==> src/rtl/pumpen_steuerung_n.sv <==
// Pump-station controller: thermometer level sensors in, pump enables out, with
// count hysteresis, dwell time between count changes, lead rotation and fail-safe fault mode.
module pumpen_steuerung_n #(
  parameter int unsigned N_PUMPS   = 2,
  parameter int unsigned MIN_DWELL = 4,
  parameter int unsigned FAULT_CLR = 3,
  parameter int unsigned ROTATE    = 1
) (
  input  logic                                           clk,
  input  logic                                           rst_n,
  input  logic [N_PUMPS:0]                               x,
  output logic [N_PUMPS-1:0]                             y,
  output logic [$clog2(N_PUMPS+1)-1:0]                   active_cnt,
  output logic [((N_PUMPS > 1) ? $clog2(N_PUMPS) : 1)-1:0] lead,
  output logic                                           fault
);

  localparam int unsigned AW  = $clog2(N_PUMPS + 1);
  localparam int unsigned LW  = (N_PUMPS > 1) ? $clog2(N_PUMPS) : 1;
  localparam int unsigned LCW = $clog2(N_PUMPS + 2);
  localparam int unsigned DW  = (MIN_DWELL > 1) ? $clog2(MIN_DWELL) : 1;
  localparam int unsigned CW  = $clog2(FAULT_CLR + 1);

  localparam logic [DW-1:0] DWELL_RLD = DW'(MIN_DWELL - 1);
  localparam logic [CW-1:0] CLR_LAST  = CW'(FAULT_CLR - 1);
  localparam logic [AW-1:0] A_MAX     = AW'(N_PUMPS);
  localparam logic [LW-1:0] LEAD_LAST = LW'(N_PUMPS - 1);

  typedef enum logic [1:0] {IDLE, RUN, FAULT} state_t;

  state_t              state_q, state_d;
  logic [AW-1:0]       a_q, a_d;
  logic [LW-1:0]       lead_q, lead_d;
  logic [N_PUMPS-1:0]  y_q, y_d;
  logic                fault_q, fault_d;
  logic [DW-1:0]       dwell_q, dwell_d;
  logic [CW-1:0]       clr_q, clr_d;

  logic [N_PUMPS:0]    x_inc;
  logic                valid;
  logic [LCW-1:0]      lvl;
  logic [LCW-1:0]      a_ext;

  // Pump j is on when its distance behind the lead pump is below the demanded count.
  function automatic logic [N_PUMPS-1:0] pump_map(input logic [AW-1:0] a,
                                                  input logic [LW-1:0] ld);
    logic [N_PUMPS-1:0] m;
    int unsigned        off;
    m = '0;
    for (int unsigned j = 0; j < N_PUMPS; j++) begin
      off = (j + N_PUMPS - 32'(ld)) % N_PUMPS;
      if (off < 32'(a)) m[j] = 1'b1;
    end
    return m;
  endfunction

  always_comb begin
    x_inc = x + (N_PUMPS + 1)'(1);
    valid = ((x & x_inc) == '0);
    lvl   = '0;
    for (int unsigned i = 0; i <= N_PUMPS; i++) lvl = lvl + LCW'(x[i]);
    a_ext = LCW'(a_q);
  end

  always_comb begin
    state_d = state_q;
    a_d     = a_q;
    lead_d  = lead_q;
    fault_d = fault_q;
    clr_d   = clr_q;
    dwell_d = (dwell_q != '0) ? dwell_q - 1'b1 : dwell_q;

    if (!valid) begin
      state_d = FAULT;
      fault_d = 1'b1;
      a_d     = A_MAX;
      clr_d   = '0;
    end else if (state_q == FAULT) begin
      if (clr_q == CLR_LAST) begin
        a_d     = (lvl > LCW'(N_PUMPS)) ? A_MAX : AW'(lvl);
        state_d = (a_d == '0) ? IDLE : RUN;
        fault_d = 1'b0;
        dwell_d = DWELL_RLD;
        clr_d   = '0;
      end else begin
        clr_d = clr_q + 1'b1;
      end
    end else if (dwell_q == '0) begin
      if ((lvl > a_ext) && (a_q < A_MAX)) begin
        a_d     = a_q + 1'b1;
        dwell_d = DWELL_RLD;
      end else if ((a_q != '0) && ((lvl == '0) || (lvl < a_ext - 1'b1))) begin
        a_d     = a_q - 1'b1;
        dwell_d = DWELL_RLD;
        if ((ROTATE != 0) && (N_PUMPS > 1) && (a_q == AW'(1)))
          lead_d = (lead_q == LEAD_LAST) ? '0 : lead_q + 1'b1;
      end
      state_d = (a_d == '0) ? IDLE : RUN;
    end

    y_d = fault_d ? '1 : pump_map(a_d, lead_d);
  end

  always_ff @(posedge clk or negedge rst_n) begin
    if (!rst_n) begin
      state_q <= IDLE;
      a_q     <= '0;
      lead_q  <= '0;
      y_q     <= '0;
      fault_q <= 1'b0;
      dwell_q <= '0;
      clr_q   <= '0;
    end else begin
      state_q <= state_d;
      a_q     <= a_d;
      lead_q  <= lead_d;
      y_q     <= y_d;
      fault_q <= fault_d;
      dwell_q <= dwell_d;
      clr_q   <= clr_d;
    end
  end

  assign y          = y_q;
  assign active_cnt = a_q;
  assign lead       = lead_q;
  assign fault      = fault_q;

endmodule

==> config.mk <==
export PLATFORM = sky130hd
export DESIGN_NAME = pumpen_steuerung_n
export DESIGN_NICKNAME = d
export VERILOG_FILES = /design/src/rtl/pumpen_steuerung_n.sv
export SDC_FILE = /design/constraint.sdc
export NUM_CORES = 1
export LEC_CHECK = 0
export CORE_MARGIN = 4
export CORE_UTILIZATION = 55
export DETAILED_ROUTE_END_ITERATION = 10
export GPL_ROUTABILITY_DRIVEN = 1
export MAX_ROUTING_LAYER = met4
export PLACE_DENSITY = 0.78
export RECOVER_POWER = 100
export SLEW_MARGIN = 20
export SYNTH_ARGS = -nofsm -noshare
export SYNTH_HDL_FRONTEND = slang
export SYNTH_SLANG_ARGS = --single-unit
==> constraint.sdc <==
create_clock -name clk -period 4.7 [get_ports clk]
set_clock_uncertainty 0.1 [all_clocks]
set_input_delay 0.94 -clock clk [delete_from_list [all_inputs] [get_ports clk]]
set_output_delay 0.94 -clock clk [all_outputs]
set_load 0.01 [all_outputs]
==> flow_summary.ini, run 1 <==
[outcome]
status = completed

[final_layout]
nets = 115
fillers = 108
syn_to_final_growth_pct = 16.8
diodes = 0
drive_gt1_share_pct = 5.88

[global_routing]
grt_pass1_wl_um = 3040
antenna_found_initial = 0
grt_pass1_vias = 701
grt-ovfl-total = 0
grt_max_degree = 13
grt_usage_pct = 20.5

[setup_path]
start_kind = input port
r2r_setup_slack_ns = 2.10
end_kind = register
rr_worst_depth = 8
r2r-start = active_cnt[0]
cp.required_ns = 4.79
cp_max_fo = 5
critPathKind = in2reg
r2r-end = y[0]
cp_data_arrival_time_ns = 3.67

[synthesis]
yosys.area.top_type = dfrtp_1
synth.distinct_cells = 35
synth_top_area_share_pct = 35.6
yosysWarningCount = 0
synth.avg_cell_area_um2 = 9.48
ys_seq_area_share_pct = 35.6
netlist_area_um2 = 843
synth_cells = 89
synth.area.top_cells = dfrtp_1 36%, ha_1 8.9%, inv_1 3.6%
ys_seq_elements = 12
synth_fp_nets = 101

[placed_design]
port_buffers = 10
place_congestion = 0.975
hpwl_um = 1430

[cts]
clk-insertion-delay-late_ns = 0.28
cts_hold_buf = 0
cts_tree = yes
cts.htree.levels = 1
post_cts_resized = 0
clk_pin_slew_ns = 0.07
cts_buffers = 3
cts.sinks = 12
cts.root.buffer_cell = clkbuf_4
clock_path_buffers = 2
cts_setup_buffers = 0

[pwr]
power_density_nw_per_um2 = 562
ir_drop_mv = 0.310
p_total_mw = 0.553
p_leak_nw = 0.441

[route]
wire_per_inst_um = 15.5
drtAntennaViolNets = 0
first_iter_violations = 18
viasPerCell = 6.35
wirelength_um = 1820
num_vias = 743
post-route-drc-count = 0
drt_first_pass_iters = 4

[worst_hold_path]
min_path_type = reg2reg
holdPathStages = 2
worstHoldStart = lead
hold_path_end = lead

[sta]
drv_slew = 0
fin_setup_tns_ns = 0
max_slew_margin_pct = 56.1
period_needed_ns = 3.57
fmax_mhz = 280
rsz0062_at_grt = no
setup_viol = 0
finalHoldViolations = 0
whs_ns = 0.432
tightest_slew_ns = 0.658
fin_crit_sh_pct = 76.0

[floorplanning]
die_area_um2 = 2220
die_y_um = 47.2
rows = 13
start_util_pct = 61.7
num_io_pins = 11
core_um2 = 1370
die_w_um = 47.2

[flow_run]
maxCapViolCount = 0
[state kept, by name (all words and copies together) (netlist names)]
| register | cells |
|---|---|
| active_cnt | 2 |
| clr_q | 2 |
| dwell_q | 2 |
| fault | 1 |
| lead | 1 |
| state_q | 2 |
| y | 2 |
[power breakdown]
part / total [mW] / switching [mW] / internal, mW / leakage, nW
clock: 0.0819 / 0.0348 / 0.0471 / 0.0210
sequential: 0.170 / 0.0340 / 0.136 / 0.140
combinational: 0.301 / 0.176 / 0.125 / 0.281
[Yosys cell counts]
cell type / number
dfrtp_1: 12
inv_1: 8
ha_1: 6
nand2_1: 6
o21ai_1: 5
nor2_1: 4
o21ai_0: 4
a21oi_1: 3
nand2b_1: 3
nor2b_1: 3
o22ai_1: 3
or2_1: 3
a31oi_1: 2
nand3_1: 2
nand3b_1: 2
o211ai_1: 2
o21a_1: 2
o31a_1: 2
a2111oi_4: 1
a21o_2: 1
a311oi_1: 1
a32oi_1: 1
buf_6: 1
fa_1: 1
mux2i_1: 1
nand4_1: 1
nand4bb_1: 1
nor2b_2: 1
nor3_1: 1
nor4b_1: 1
o2111ai_1: 1
o211a_1: 1
o22a_1: 1
o311ai_1: 1
xor2_1: 1
[worst max path at each step]
| stage | slack (ns) | cells past startpoint | to | from |
|---|---|---|---|---|
| after global routing | 0.92 | 11 | y[0] | x[1] |
| after floorplan | 1.71 | 9 | dwell_q[1] | x[0] |
| after detailed placement | 0.90 | 10 | y[0] | x[1] |
| final | 1.13 | 10 | y[0] | x[1] |
| after global placement | 1.0 | 10 | y[0] | x[1] |
| after CTS | 1.19 | 10 | y[0] | x[1] |
[cell families (layout without fill, tap and decap cells)]
logic type | count (synthesis) | after routing | share of synthesized area, %
compound gates | 31 | 31 | 27.2
fa+ha+maj | 7 | 7 | 11.3
mux | 1 | 1 | 1.19
simple gates | 28 | 28 | 18.8
flops | 12 | 12 | 35.6
xor+xnor | 1 | 1 | 1.04
buf+inv | 9 | 22 | 4.90
[placed cells by master (no fill, tap or decap), drive strengths merged]
cell type / Yosys / final
a2111oi: 1 / 1
a21o: 1 / 1
a21oi: 3 / 3
a311oi: 1 / 1
a31oi: 2 / 2
a32oi: 1 / 1
clkbuf: 0 / 4
clkdlybuf4s50: 0 / 2
dfrtp: 12 / 12
dlygate4sd3: 0 / 8
fa: 1 / 1
ha: 6 / 6
inv: 8 / 8
mux2i: 1 / 1
nand2: 6 / 6
nand2b: 3 / 3
nand3: 2 / 2
nand3b: 2 / 2
nand4: 1 / 1
nand4bb: 1 / 1
nor2: 4 / 4
nor2b: 4 / 4
nor3: 1 / 1
nor4b: 1 / 1
o2111ai: 1 / 1
o211a: 1 / 1
o211ai: 2 / 2
o21a: 2 / 2
o21ai: 9 / 9
o22a: 1 / 1
o22ai: 3 / 3
o311ai: 1 / 1
o31a: 2 / 2
or2: 3 / 3
xor2: 1 / 1
[layer usage]
metal / track usage [%] / wire [um] / part of all wire [%] / up-vias
met5: - / 0 / 0 / -
met1: 27.6 / 868 / 48 / 347
met4: 11.0 / 55 / 3.0 / 0
li1: - / - / - / 358
met3: 3.45 / 106 / 5.8 / 9
met2: 29.0 / 787 / 43 / 29
[final cells by class]
| type | instances | area [um^2] | area share (%) |
|---|---|---|---|
| multi-input cells | 68 | 499 | 50.7 |
| clock buffers | 4 | 36.3 | 3.68 |
| inverters | 8 | 30.0 | 3.05 |
| repair buffers | 10 | 100 | 10.2 |
| flip-flops and latches | 12 | 300 | 30.5 |
| well taps | 15 | 18.8 | 1.91 |
[worst max-delay path, stage by stage]
cell,delay (ns)
dlygate4sd3_1,0.65
inv_1,0.09
fa_1,0.46
inv_1,0.13
ha_1,0.24
nor2b_1,0.15
o21a_1,0.22
o311ai_0,0.52
o22ai_1,0.15
o21ai_0,0.11
[stage by stage]
| step | setup slack, ns | utilization, % | area (um^2) | instances |
|---|---|---|---|---|
| after floorplan | 1.71 | - | 843 | 89 |
| final | 1.13 | 72.1 | 985 | 117 |
| after detailed placement | 0.897 | 69.6 | 951 | 113 |
| after CTS | 1.19 | 72.3 | 987 | 117 |
| after global routing | 0.922 | 72.1 | 985 | 117 |
| after global placement | 0.998 | 69.6 | 951 | 113 |
No activity file was read; power rests on OpenSTA's default activity.
==> run 2: changes to the inputs <==
Settings changed: CORE_UTILIZATION 55 to 53, PLACE_DENSITY 0.78 to 0.75.
Clock period 4.7 ns to 3.3 ns, I/O delays scaled along.
==> run 2 against run 1 <==
Compared with the run above:
- setup slack worse by 0.89 ns
- core utilization is 4.9 points lower
- sequential share of layout area is 0.83 points lower
- non-clock buffer count is 4 higher
- register-to-register slack worse by 1.3 ns
- cell area is 2.8% higher
- largest power group unchanged
- count of clock-buffer cells in the layout stayed put
- die area is 3.1% higher
- critical path type unchanged
- routed wire length is 0.94% lower
- power is 41% higher
- global-route usage is 0.52 points lower
- cell count is 4.3% higher
==> flow_summary.ini, run 2 (same netlist as run 1, synthesis figures left out) <==
[sta]
rsz0062_at_grt = no
max_slew_margin_pct = 56.8
finalHoldViolations = 0
fin_setup_tns_ns = 0
drv_slew = 0
fmax_mhz = 326
period_needed_ns = 3.06
setup_ws_ns = 0.235
fin_crit_sh_pct = 92.9
tightest_slew_ns = 0.647
whs_ns = 0.419
setup_viol = 0

[setup_path]
cp_max_fo = 5
crit_top_cell = inv_1
critPathKind = in2reg
slowest_stage = dlygate4sd3_1
start_kind = input port
path_buf_inv = 3
cp_data_arrival_time_ns = 3.13
slowest_delay_ns = 0.55
cp_top_family = compound AO/OA/AOI/OAI gates
cp_cell_sequence = dlygate4sd3_1 > inv_1 > fa_1 > inv_1 > ha_1 > nor2b_1 > o211ai_1 > nand2_1 > o31a_1 > o22a_1
end_kind = register
cp.required_ns = 3.36

[cts]
cts_buffers = 3
post_cts_resized = 0
cts.htree.levels = 1
clk-insertion-delay-late_ns = 0.27
cts_hold_buf = 0
clk_pin_slew_ns = 0.07
clock_path_buffers = 2
cts_tree = yes
cts_setup_buffers = 0
cts.sinks = 12
cts.root.buffer_cell = clkbuf_4

[pwr]
p_leak_nw = 0.457
ir_drop_mv = 0.499
power_density_nw_per_um2 = 772

[placed_design]
place_ws_ns = 0.00154
hpwl_um = 1470
place_congestion = 0.988
port_buffers = 10

[final_layout]
layout_common_cells = 12 x dfrtp_1, 8 x inv_1, 8 x dlygate4sd3_1
nets = 119
syn_to_final_growth_pct = 20.0
diodes = 0
layout_commonest_cell = dfrtp_1
drive_gt1_share_pct = 8.49
final_util_pct = 67.2

[floorplanning]
die_w_um = 47.9
core_um2 = 1510
die_y_um = 47.9
die_area_um2 = 2290
rows = 14
num_io_pins = 11
start_util_pct = 56.0

[route]
num_vias = 746
viasPerCell = 6.11
drtAntennaViolNets = 0
wire_per_inst_um = 14.8
wirelength_um = 1800
drt_first_pass_iters = 4
post-route-drc-count = 0
first_iter_violations = 16

[flow_run]
maxCapViolCount = 0

[outcome]
status = completed

[global_routing]
grt_usage_pct = 19.9
grt_pass1_vias = 677
grt_pass1_wl_um = 3020
antenna_found_initial = 0
grt_max_degree = 13
grt-ovfl-total = 0

[worst_hold_path]
min_path_type = reg2reg
## run 2: cell count changes in the layout (fill, tap and decap cells not counted), sizes merged
cell | previous run | this run
buf | 0 | 3
clkbuf | 4 | 5
## run 2: cell type report
class	count	area [um^2]
Inverter	8	30.0
Tap cell	16	20.0
Fill cell	128	494
Sequential cell	12	300
Timing Repair Buffer	14	126
Clock buffer	4	36.3
Multi-Input combinational cell	68	499
## run 2: layer usage
layer | part of all wire (%) | up-vias | global-route usage [%]
met3 | 5.8 | 2 | 3.38
met4 | 1.0 | 0 | 9.68
li1 | - | 365 | -
met2 | 47 | 20 | 30.6
met1 | 46 | 359 | 25.2
met5 | 0 | - | -
## run 2: per-stage QoR
stage               power (mW)  instances  cell area [um^2]
floorplan                0.567         89               843
global route             0.846        122              1010
detailed placement       0.675        118               982
finish                   0.781        122              1010
CTS                      0.792        122              1020
global placement         0.663        118               982
## run 2: path summary, 6_finish.rpt
check	start	to	slack, ns	depth (start not counted)
setup / recovery	x[1]	dwell_q[1]	0.24	10
hold / removal	dwell_q[0]	dwell_q[0]	0.42	1
setup reg to reg	active_cnt[1]	active_cnt[1]	0.82	8
hold reg to reg	dwell_q[0]	dwell_q[0]	0.42	1
max in group asynchronous	rst_n	dwell_q[1]	2.04	1
min in group asynchronous	rst_n	state_q[0]	0.70	1
## run 2: worst reg2reg max path: stages (launching register included)
cell and delay, ns:
dfrtp_1 0.45, inv_1 0.16, ha_1 0.36, ha_1 0.29
nor2b_1 0.15, o21a_1 0.23, o311ai_1 0.38, nor3_1 0.08
o21ai_0 0.20
## run 2: report_power, final
group	switching, mW	internal [mW]	total (mW)
Clock	0.0477	0.0670	0.115
Sequential	0.0459	0.194	0.240
Combinational	0.244	0.183	0.427
